**config.mk**
```make
export PLATFORM = sky130hd
export DESIGN_NAME = daytime_lane_scheduler_flat
export DESIGN_NICKNAME = d
export VERILOG_FILES = /design/src/rtl/daytime_lane_scheduler_if.sv /design/src/rtl/daytime_lane_scheduler.sv /design/src/flat_wrapper.sv
export SDC_FILE = /design/constraint.sdc
export NUM_CORES = 1
export LEC_CHECK = 0
export CAP_MARGIN = 20
export CELL_PAD_IN_SITES_DETAIL_PLACEMENT = 1
export CELL_PAD_IN_SITES_GLOBAL_PLACEMENT = 1
export CORE_MARGIN = 3
export CORE_UTILIZATION = 37
export CTS_BUF_LIST = sky130_fd_sc_hd__clkbuf_8
export DETAILED_ROUTE_END_ITERATION = 10
export GPL_TIMING_DRIVEN = 0
export PLACE_DENSITY = 0.8
export SETUP_SLACK_MARGIN = 0.5
export SLEW_MARGIN = 5
export SYNTH_ARGS = -nofsm -noshare
export SYNTH_HDL_FRONTEND = slang
export SYNTH_SLANG_ARGS = --single-unit
```
**constraint.sdc**
```tcl
create_clock -name clk -period 7 [get_ports clk]
set_input_delay 0.7 -clock clk [delete_from_list [all_inputs] [get_ports clk]]
set_output_delay 0.7 -clock clk [all_outputs]
set_load 0.02 [all_outputs]
```
**src/rtl/daytime_lane_scheduler_if.sv**
```systemverilog
// Lane-count input bus and lamp-driver output bus of the daytime lane scheduler.
// master = counter/lamp side, slave = scheduler.
interface daytime_lane_scheduler_if;
    logic [63:0] car_counts;
    logic [7:0]  lane_output;

    modport master (
        output car_counts,
        input  lane_output
    );

    modport slave (
        input  car_counts,
        output lane_output
    );
endinterface

```
**src/rtl/daytime_lane_scheduler.sv**
```systemverilog
// Four-way, two-lanes-per-approach daytime traffic-light scheduler: greens the
// highest-demand approach with min/max green times and all-red clearance.
module daytime_lane_scheduler #(
    parameter int unsigned MIN_GREEN    = 2,
    parameter int unsigned MAX_GREEN    = 6,
    parameter int unsigned CLEAR_CYCLES = 1
) (
    input logic                     clk,
    input logic                     rst_n,
    daytime_lane_scheduler_if.slave bus
);

    localparam int unsigned GW = (MAX_GREEN    < 1) ? 1 : $clog2(MAX_GREEN + 1);
    localparam int unsigned CW = (CLEAR_CYCLES < 1) ? 1 : $clog2(CLEAR_CYCLES + 1);

    typedef enum logic [1:0] {
        ST_IDLE,
        ST_GREEN,
        ST_CLEAR
    } state_t;

    typedef enum logic [1:0] {
        DIR_N = 2'd0,
        DIR_E = 2'd1,
        DIR_S = 2'd2,
        DIR_W = 2'd3
    } dir_t;

    state_t         state_q, state_d;
    dir_t           dir_q, dir_d;
    logic [GW-1:0]  green_cnt_q, green_cnt_d;
    logic [CW-1:0]  clear_cnt_q, clear_cnt_d;
    logic [7:0]     lane_output_q, lane_output_d;

    logic [8:0]     demand [4];
    logic [8:0]     best_all_val, best_ex_val, cur_demand;
    dir_t           best_all_dir, best_ex_dir;
    logic           any_demand, other_demand;

    always_comb begin
        for (int unsigned d = 0; d < 4; d++) begin
            demand[d] = {1'b0, bus.car_counts[16*d +: 8]} + {1'b0, bus.car_counts[16*d+8 +: 8]};
        end
    end

    // Strict '>' scanning N..W makes ties fall to the earlier approach.
    // The excluded scan skips the direction that held the last green.
    always_comb begin
        best_all_val = '0;
        best_all_dir = DIR_N;
        best_ex_val  = '0;
        best_ex_dir  = DIR_N;
        other_demand = 1'b0;
        for (int unsigned d = 0; d < 4; d++) begin
            if (demand[d] > best_all_val) begin
                best_all_val = demand[d];
                best_all_dir = dir_t'(2'(d));
            end
            if (2'(d) != dir_q) begin
                if (demand[d] > best_ex_val) begin
                    best_ex_val = demand[d];
                    best_ex_dir = dir_t'(2'(d));
                end
                if (demand[d] != '0) begin
                    other_demand = 1'b1;
                end
            end
        end
    end

    assign any_demand = (best_all_val != '0);
    assign cur_demand = demand[dir_q];

    always_ff @(posedge clk or negedge rst_n) begin
        if (!rst_n) begin
            state_q       <= ST_IDLE;
            dir_q         <= DIR_N;
            green_cnt_q   <= '0;
            clear_cnt_q   <= '0;
            lane_output_q <= '0;
        end else begin
            state_q       <= state_d;
            dir_q         <= dir_d;
            green_cnt_q   <= green_cnt_d;
            clear_cnt_q   <= clear_cnt_d;
            lane_output_q <= lane_output_d;
        end
    end

    always_comb begin
        state_d     = state_q;
        dir_d       = dir_q;
        green_cnt_d = green_cnt_q;
        clear_cnt_d = clear_cnt_q;
        case (state_q)
            ST_IDLE: begin
                if (any_demand) begin
                    state_d     = ST_GREEN;
                    dir_d       = best_all_dir;
                    green_cnt_d = GW'(1);
                end
            end
            ST_GREEN: begin
                if ((green_cnt_q >= GW'(MIN_GREEN)) && (cur_demand == '0)) begin
                    state_d     = ST_CLEAR;
                    clear_cnt_d = CW'(1);
                end else if ((green_cnt_q >= GW'(MAX_GREEN)) && other_demand) begin
                    state_d     = ST_CLEAR;
                    clear_cnt_d = CW'(1);
                end else if (green_cnt_q < GW'(MAX_GREEN)) begin
                    green_cnt_d = green_cnt_q + GW'(1);
                end
            end
            ST_CLEAR: begin
                if (clear_cnt_q >= CW'(CLEAR_CYCLES)) begin
                    if (best_ex_val != '0) begin
                        state_d     = ST_GREEN;
                        dir_d       = best_ex_dir;
                        green_cnt_d = GW'(1);
                    end else if (cur_demand != '0) begin
                        state_d     = ST_GREEN;
                        green_cnt_d = GW'(1);
                    end else begin
                        state_d     = ST_IDLE;
                        green_cnt_d = '0;
                    end
                end else begin
                    clear_cnt_d = clear_cnt_q + CW'(1);
                end
            end
            default: begin
                state_d     = ST_IDLE;
                green_cnt_d = '0;
            end
        endcase
    end

    // Lamps are derived from the next state so the new pattern appears right after the edge.
    always_comb begin
        lane_output_d = '0;
        if (state_d == ST_GREEN) begin
            case (dir_d)
                DIR_N:   lane_output_d = 8'b1100_0000;
                DIR_E:   lane_output_d = 8'b0011_0000;
                DIR_S:   lane_output_d = 8'b0000_1100;
                DIR_W:   lane_output_d = 8'b0000_0011;
                default: lane_output_d = '0;
            endcase
        end
    end

    assign bus.lane_output = lane_output_q;

endmodule

```
**src/flat_wrapper.sv**
```systemverilog
// flat-port wrapper written by rule: the top's interface ports become plain ports
module daytime_lane_scheduler_flat 
#(
    parameter int unsigned MIN_GREEN    = 2,
    parameter int unsigned MAX_GREEN    = 6,
    parameter int unsigned CLEAR_CYCLES = 1
)
  (clk, rst_n, bus_car_counts, bus_lane_output);
  daytime_lane_scheduler_if bus_i ();
  input logic clk;
  input logic rst_n;
  input wire logic [$bits(bus_i.car_counts)-1:0] bus_car_counts;
  output wire logic [$bits(bus_i.lane_output)-1:0] bus_lane_output;
  assign bus_i.car_counts = bus_car_counts;
  assign bus_lane_output = bus_i.lane_output;
  daytime_lane_scheduler #(.MIN_GREEN(MIN_GREEN), .MAX_GREEN(MAX_GREEN), .CLEAR_CYCLES(CLEAR_CYCLES)) u_core (.clk(clk), .rst_n(rst_n), .bus(bus_i));
endmodule
```
# Yosys cells after proc, flatten, opt, wreduce, memory -nomap -nowiden
# Cells that the tools add are included.
[totals]
register_bits = 16
output_inout_bits = 8
n_memories = 0
romBits = 0
ramBits = 0
latch_bits = 0
wordCells = 112
[classes]
addsub = 6
div_mod_pow = 0
n_mux = 56
order_cmp = 12
n_eq_ne = 16
reduce_logical = 16
shift = 0
n_bitwise = 1
mul = 0
[ops]
columns = ["op", "count"]
rows = [
  ["two-way mux 9 bit", 13],
  ["nonzero test 9 bit", 7],
  ["greater-than comparator 9 bit", 6],
  ["adder 8 x 8 -> 9 bit", 4],
  ["case mux 8 bit (4 select lines)", 1],
  ["two-way mux 2 bit", 15],
  ["binary-select mux 9 bit (select 2 bit)", 1],
  ["two-way mux 3 bit", 6],
  ["two-way mux 1 bit", 15],
  ["greater-than comparator 9 x 1 -> 1 bit, second input constant", 1],
  ["zero test 9 bit", 1],
  ["case mux 3 bit (3 select lines)", 1],
  ["two-way mux 8 bit", 1],
  ["== test 2 x 1 -> 1 bit, second input constant", 3],
  ["== test 2 bit, second input constant", 3],
  ["greater-or-equal comparator 3 bit, second input constant", 2],
  ["!= test 2 x 1 -> 1 bit, second input constant", 3],
  ["!= test 2 bit, second input constant", 3],
  ["case mux 2 bit (3 select lines)", 1],
  ["AND reduction 5 bit", 1],
  ["zero test 2 bit", 2],
  ["!= test 2 bit, first input constant", 2],
  ["case mux 2 bit (2 select lines)", 1],
  ["nonzero test 2 bit", 2],
  ["other kinds (11)", 12],
]

# Logic depth before layout (Yosys ltp)
# Gate-level depths: netlist (run 1).
[depth]
depth_word = 20
depth_mapped = 37

# Worst setup path after synthesis (run 1)
# Ideal clock, no wire load.
[synth_path]
path_type = "input to register"
startpoint = "input bus_car_counts[0]"
endpoint = "register u_core.lane_output_q[1], in the netlist u_core.bus.lane_output[1]"
required_ps = 6880
n_path_buf = 3
setup_time_ps = 120
cell_stages = 35
setup_slack_ps = -760
arrival_time_ps = 7640
path_cell_list = "ha_1 > fa_1 > a211o_1 > and3_1 > or2_2 > nand2b_1 > ha_1 > nand2_1 > a211oi_1 > nor4_1 > o22ai_1 > and2_1 > buf_1 > nor2_1 > a21oi_1 > ha_1 > a211oi_1 > o211ai_1 > o21ai_0 > or2_2 > clkbuf_1 > clkbuf_1 > nor2_1 > a21o_1 > ha_1 > o21a_1 > o21ai_0 > a21oi_1 > o21ai_0 > and4b_1 > o2111ai_2 > a2bb2oi_4 > a31oi_1 > o22ai_2 > and3b_1"
[synth_between]
elab_chain_len = 20
[synth_rtl]
columns = ["element", "line_no", "text"]
rows = [
  ["from (decl)", "flat_wrapper.sv:12", "input wire logic [$bits(bus_i.car_counts)-1:0] bus_car_counts;"],
  ["adder 8 x 8 -> 9 bit (*)", "daytime_lane_scheduler.sv:42", "demand[d] = {1'b0, bus.car_counts[16*d +: 8]} + {1'b0, bus.car_counts[16*d+8 +: 8]};"],
  ["greater-than comparator 9 x 1 -> 1 bit", "daytime_lane_scheduler.sv:55, daytime_lane_scheduler.sv:60", ""],
  ["two-way mux 9 bit", "daytime_lane_scheduler.sv:55, daytime_lane_scheduler.sv:60", ""],
  ["two-way mux 9 bit", "daytime_lane_scheduler.sv:59", "if (2'(d) != dir_q) begin"],
  ["greater-than comparator 9 bit", "daytime_lane_scheduler.sv:60", "if (demand[d] > best_ex_val) begin"],
  ["two-way mux 9 bit", "daytime_lane_scheduler.sv:60", ""],
  ["two-way mux 9 bit", "daytime_lane_scheduler.sv:59", ""],
  ["greater-than comparator 9 bit", "daytime_lane_scheduler.sv:60", ""],
  ["[... 4 more ...]", "--", ""],
  ["two-way mux 9 bit", "daytime_lane_scheduler.sv:59", ""],
  ["nonzero test 9 bit", "daytime_lane_scheduler.sv:116", "if (best_ex_val != '0) begin"],
  ["two-way mux 2 bit", "daytime_lane_scheduler.sv:116", ""],
  ["two-way mux 2 bit", "daytime_lane_scheduler.sv:115", "if (clear_cnt_q >= CW'(CLEAR_CYCLES)) begin"],
  ["case mux 2 bit (2 select lines)", "daytime_lane_scheduler.sv:95", "case (state_q)"],
  ["== test 2 bit, or another cell as far along", "daytime_lane_scheduler.sv:142", "case (dir_d)"],
  ["case mux 8 bit (4 select lines)", "daytime_lane_scheduler.sv:142", ""],
  ["two-way mux 8 bit (*)", "daytime_lane_scheduler.sv:141", "if (state_d == ST_GREEN) begin"],
  ["to (signal assigned)", "daytime_lane_scheduler.sv:86", "lane_output_q <= lane_output_d;"],
  ["to (decl)", "daytime_lane_scheduler.sv:33", "logic [7:0] lane_output_q, lane_output_d;"],
]
# Every way passes the cells marked *; elsewhere a longest branch is shown, timed or not. The select of a mux whose other input is x is not followed.
# A chain may end at the register's enable or synchronous reset.

# Worst setup path after layout (run 1)
# Same ends and word-level chain as after synthesis.

==> out/metrics.yaml, run 1 <==
worst_slew_pin_slew_ns: 1.03
async_flop_share_pct: 100
grt_pass1_wl_mm: 27.5
synthCells: 607
final_hold_viol_count: 0
drive_gt1_share_pct: 36.2
clock.fmax_mhz: 130
rsz0062_at_grt: "true"
max_stage_delay_ns: 0.42
setup_viol: 11
ir_drop_mv: 0.205
cts_sinks: 12
h-tree-depth: 1
syn_area_mm2: 0.00450
seq_area_frac_synth_pct: 6.67
reg2reg_from: "u_core.dir_q[1]"
swShare_pct: 53.0
fin_setup_tns_ns: -5.47
r2r_slack_ns: -0.56
crit_path_end_kind: "flop"
seq_power_share_pct: 3.9
start_kind: "primary input"
grt_use_total_pct: 24.8
yosys_register_bits: 12
power_uw: 3060
dp_hpwl_mm: 12.9
firstDrtPassIters: 5
grt_pass1_vias: 5622
drcViolationCount: 0
die_w_um: 116
final_cell_mix: "buf_4 (79), ha_1 (61), clkdlybuf4s50_1 (52), nor2_1 (51), inv_1 (39)"
fp-row-count: 39
p_sw_uw: 1620
gp_congestion: 0.880
postPlaceCellArea_mm2: 0.00559
path_max_fanout: 6
core-area_mm2: 0.0117
syn_avg_cell_area_um2: 7.42
crit_arrival_ns: 7.83
hold_path.class: "reg -> reg"
drt_iter0_drc: 375
ys.flop_type: "dfrtp_1"
final_util_pct: 62.8
io_buffers: 73
clock_skew_ns: 0.00129
synth_nets: 768
cp_common_cell: "buf_4"
routedWlPerCell_um: 25.5
status: "finished with violations"
antenna_found_initial: 0
drtAntennaViolNets: 0
final_nets: 928
internal-power_uw: 1440
clk_pin_slew_ns: 0.05
vias: 6026
syn2layout_area_growth_pct: 62.5
numCtsBuffers: 3
crit_slowest_cell: "ha_1"
regToRegEndpoint: "u_core.bus.lane_output[1]"
p_leak_uw: 0.00315
die_h_um: 116
grt_overflow: 0
critPathLaunch: "bus_car_counts[0]"
grt_start_max_net_pins: 13
cp-endpoint: "u_core.bus.lane_output[1]"
cts_root_buffer: "clkbuf_8"
yosys_warnings: 0
combPwrFrac_pct: 93.7
ios: 74
crit_type: "in -> reg"
reg2reg_depth: 30
slew_headroom_pct: 31.3
vias_per_cell: 6.63
setup_ws_ns: -0.703
start_util_pct: 38.6
final_common_cell: "buf_4"
drv_slew: 0
cts_buffer_depth: 2
drt_wl_total_mm: 23.2
cts_tree: "yes"
period_needed_ns: 7.70
die_area_mm2: 0.0135
whs_path_depth: 2
violations: "setup timing"
clock_latency_ns: 0.24
crit_required_ns: 7.13
power_frac_clock_pct: 2.5
synthDistinctLibCells: 76
fin_crit_sh_pct: 110
cap_violations: 0
p_per_area_mw_per_mm2: 418
synth_edf_count: 0
num_antenna_cells: 0
finalInstanceArea_mm2: 0.00732
layout make-up:
| cell class | instances | area (um^2) |
|---|---|---|
| Timing Repair Buffer | 155 | 1400 |
| Inverter | 41 | 154 |
| Fill cell | 1315 | 4340 |
| Clock buffer | 4 | 55.1 |
| Buffer | 18 | 149 |
| Tap cell | 143 | 179 |
| Multi-Input combinational cell | 536 | 5080 |
| Sequential cell | 12 | 300 |
metrics by stage:
step | worst slack (ns) | instances | hold WS, ns
after global routing | -0.847 | 909 | 0.634
after global placement | -1.40 | 823 | 0.554
after detailed placement | -1.46 | 823 | 0.574
after CTS | -0.437 | 857 | 0.584
after floorplan | 0.0831 | 607 | 0.404
final | -0.703 | 909 | 0.587
synthesized netlist by cell type, types with 4 or more instances:
library cell	count	share of area, %
clkbuf_1	9	0.75
dfrtp_1	12	6.7
nor3_1	13	1.4
nand4_1	9	1.2
a21boi_0	4	0.67
buf_4	4	0.67
fa_1	4	1.8
nor4_1	6	0.83
inv_1	41	3.4
nor3b_1	4	0.67
o21ai_0	33	3.7
nor2b_1	8	1.1
or3_1	8	1.1
nand2b_1	8	1.1
and2_1	7	0.97
and3_1	6	0.83
xnor2_1	8	1.6
nand3_1	18	2.0
o211ai_1	5	0.83
mux2_2	4	1.0
a211oi_1	13	2.2
nand2_1	46	3.8
a21o_1	18	3.0
or4_1	4	0.67
nor2_1	63	5.3
o22ai_1	5	0.69
a21oi_1	50	5.6
o21a_1	15	2.5
xor2_1	9	1.8
a31oi_1	10	1.4
a211o_1	6	1.2
ha_1	91	25
per-layer routing:
| metal | up-vias | part of all wire [%] | GRT usage (%) |
|---|---|---|---|
| li1 | 2594 | - | - |
| met1 | 2937 | 37 | 30.4 |
| met5 | - | 0 | 0 |
| met4 | 0 | 7.3 | 8.12 |
| met2 | 367 | 49 | 46.1 |
| met3 | 128 | 6.3 | 1.40 |
flip-flops by register name, summed over array words and instances (netlist names):
name	cells
u_core.state_q	2
u_core.bus.lane_output	4
u_core.green_cnt_q	3
u_core.clear_cnt_q	1
u_core.dir_q	2
worst min path at each step:
stage                                      from  slack (ns)                   endpoint
after floorplan                           rst_n        0.40  u_core.bus.lane_output[1]
after global placement    u_core.green_cnt_q[0]        0.55      u_core.green_cnt_q[0]
after detailed placement  u_core.green_cnt_q[0]        0.57      u_core.green_cnt_q[0]
after CTS                 u_core.green_cnt_q[0]        0.58      u_core.green_cnt_q[0]
after global routing      u_core.green_cnt_q[0]        0.63      u_core.green_cnt_q[0]
final                     u_core.green_cnt_q[0]        0.59      u_core.green_cnt_q[0]
power by group through the flow:
stage          Clock, uW  Combinational (uW)  Sequential (uW)
2_1_floorplan          0                1310              119
3_3_place_gp           0                1690              116
6_report            75.8                2870              118
5_1_grt             79.9                3020              121
3_5_place_dp           0                1780              117
4_1_cts             76.5                2120              117
critical path: cells and delay by family:
| kind | cells | cell delay [ns] |
|---|---|---|
| xor gates and xnor gates | 1 | 0.32 |
| adders and majority gates | 5 | 1.52 |
| muxes | 1 | 0.38 |
| AOI/OAI and AO/OA | 13 | 2.82 |
| and+or+nand+nor | 7 | 1.31 |
| buffers and inverters | 6 | 0.78 |
logic make-up (layout without fill, tap and decap cells):
kind of cell	count (synthesis)	count (layout)	synth area share, %
adder cells (fa/ha/maj)	95	95	27.1
AND/OR/NAND/NOR	218	218	24.6
buffers and inverters	59	218	5.47
multiplexers	7	7	1.67
XOR/XNOR	17	17	3.31
flip-flops	12	12	6.67
AO/OA/AOI/OAI	199	199	31.3
timing repair:
action / in CTS / in global routing
buffers inserted: 29 / 51
cloned: 1 / 1
hold buffers: 0 / 0
setup endpoints to repair: 11 / 11
pin swaps: 48 / 84
gates resized for setup: 93 / 145
Note: power is estimated with default switching activity, not from simulation.
==> run 2: changes to the inputs <==
--- a/config.mk
+++ b/config.mk
@@ -8,7 +8,7 @@
 export CAP_MARGIN = 20
 export CELL_PAD_IN_SITES_DETAIL_PLACEMENT = 1
 export CELL_PAD_IN_SITES_GLOBAL_PLACEMENT = 1
-export CORE_MARGIN = 3
+export CORE_MARGIN = 2
 export CORE_UTILIZATION = 37
 export CTS_BUF_LIST = sky130_fd_sc_hd__clkbuf_8
 export DETAILED_ROUTE_END_ITERATION = 10
==> out/metrics.yaml, run 2 (synthesis gave the netlist of run 1 again) <==
status: "finished with violations"
violations: "setup timing"
power_uw: 2830
internal-power_uw: 1360
p_sw_uw: 1480
firstDrtPassIters: 5
crit_buf_inv: 6
hold_start: "u_core.green_cnt_q[0]"
core-area_mm2: 0.0120
drt_iter0_drc: 356
drcViolationCount: 0
slew_headroom_pct: 33.1
max_stage_delay_ns: 0.54
swShare_pct: 52.1
start_kind: "primary input"
power_frac_clock_pct: 2.7
crit_required_ns: 7.13
ctsHoldBuffers: 0
final_nets: 917
crit_type: "in -> reg"
fp-row-count: 40
die_w_um: 114
crit_arrival_ns: 7.58
reg2reg_from: "u_core.dir_q[1]"
crit_path_end_kind: "flop"
cp_num_cells: 36
setup_ws_ns: -0.450
path_max_fanout: 6
cts_root_buffer: "clkbuf_8"
p_per_area_mw_per_mm2: 401
drive_gt1_share_pct: 32.1
io_buffers: 73
antenna_found_initial: 0
final_common_cell: "buf_4"
fin_setup_tns_ns: -3.03
cts_tree: "yes"
p_leak_uw: 0.00298
vias: 5735
drv_slew: 0
clock_skew_ns: 0.00489
drtAntennaViolNets: 0
fin_crit_sh_pct: 106
dpl_worst_slack_ns: -1.60
ios: 74
grt_start_max_net_pins: 13
dp_hpwl_mm: 12.7
routedWlPerCell_um: 23.0
grt_pass1_wl_mm: 28.4
critPathLaunch: "bus_car_counts[9]"
reg2reg_depth: 34
r2r_slack_ns: -0.34
rsz0062_at_grt: "true"
largest_reg_flops: 4
period_needed_ns: 7.45
drt_wl_total_mm: 20.7
start_util_pct: 37.7
crit_slowest_cell: "or4_4"
final_cell_mix: "buf_4 (70), ha_1 (64), clkdlybuf4s50_1 (57), nor2_1 (53), inv_1 (39)"
worst_slew_pin_slew_ns: 0.997
clk_pin_slew_ns: 0.06
vias_per_cell: 6.36
gp_congestion: 0.858
clock.fmax_mhz: 134
hold_path.class: "reg -> reg"
ir_drop_mv: 0.162
min_to: "u_core.green_cnt_q[0]"
clock_latency_ns: 0.25
h-tree-depth: 1
die_h_um: 114
grt_overflow: 0
whs_path_depth: 2
num_antenna_cells: 0
cts_buffer_depth: 2
cts_sinks: 12
seq_power_share_pct: 4.2
crit_family: "compound AO/OA/AOI/OAI gates"
grt_use_total_pct: 26.7
regToRegEndpoint: "u_core.bus.lane_output[5]"
syn2layout_area_growth_pct: 56.7
final_hold_viol_count: 0
grt_pass1_vias: 5805
die_area_mm2: 0.0131
setup_viol: 10
combPwrFrac_pct: 93.1
cap_violations: 0
numCtsBuffers: 3
## run 2: per-layer routing
metal  vias to the layer above  routed length (um)  global-route usage (%)  part of all wire [%]
li1                       2581                   -                       -                     -
met1                      2793                7980                    30.7                    39
met2                       280               10800                    51.2                    52
met3                        81                1040                    2.33                   5.0
met4                         0                 906                    9.27                   4.4
met5                         -                   0                       0                     0
## run 2: worst max path at each step
stage                                            to
final                     u_core.bus.lane_output[5]
after floorplan           u_core.bus.lane_output[1]
after global routing      u_core.bus.lane_output[5]
after detailed placement  u_core.bus.lane_output[3]
after global placement    u_core.bus.lane_output[3]
after CTS                 u_core.bus.lane_output[6]
## run 2: cell type report
class | instances | area [um^2]
clock buffer | 4 | 55.1
buffer | 18 | 148
fill | 1404 | 4900
sequential | 12 | 300
timing repair buffer | 144 | 1280
multi-input combinational | 536 | 4930
inverter | 41 | 154
tap | 147 | 184
## run 2: power by group through the flow
stage               Sequential [uW]  Clock (uW)  Combinational (uW)
floorplan                       119           0                1310
global placement                115           0                1680
detailed placement              118           0                1760
CTS                             118        78.5                2290
global route                    121        82.5                2820
finish                          118        77.7                2640
## run 2: what timing repair did
action | in CTS | in global routing
resized for setup | 145 | 50
setup endpoints to repair | 11 | 11
cloned | 2 | 0
pin swaps | 79 | 48
buffers inserted | 51 | 18
## run 2: per-stage QoR
step           utilization (%)  hold slack (ns)  area, um^2  std cells
6_report                  59.0            0.602        7060        902
5_1_grt                   59.0            0.610        7060        902
4_1_cts                   55.5            0.543        6640        884
3_5_place_dp              46.8            0.533        5600        827
3_3_place_gp              46.8            0.532        5600        827
2_1_floorplan                -            0.404        4680        607
## run 2: worst reg2reg max path, delay by kind of cell (launching register included)
family          cells  cell delay, ns
buf+inv             7            1.59
compound gates     13            2.23
simple gates       11            2.26
fa+ha+maj           3            0.81
flops               1            0.34
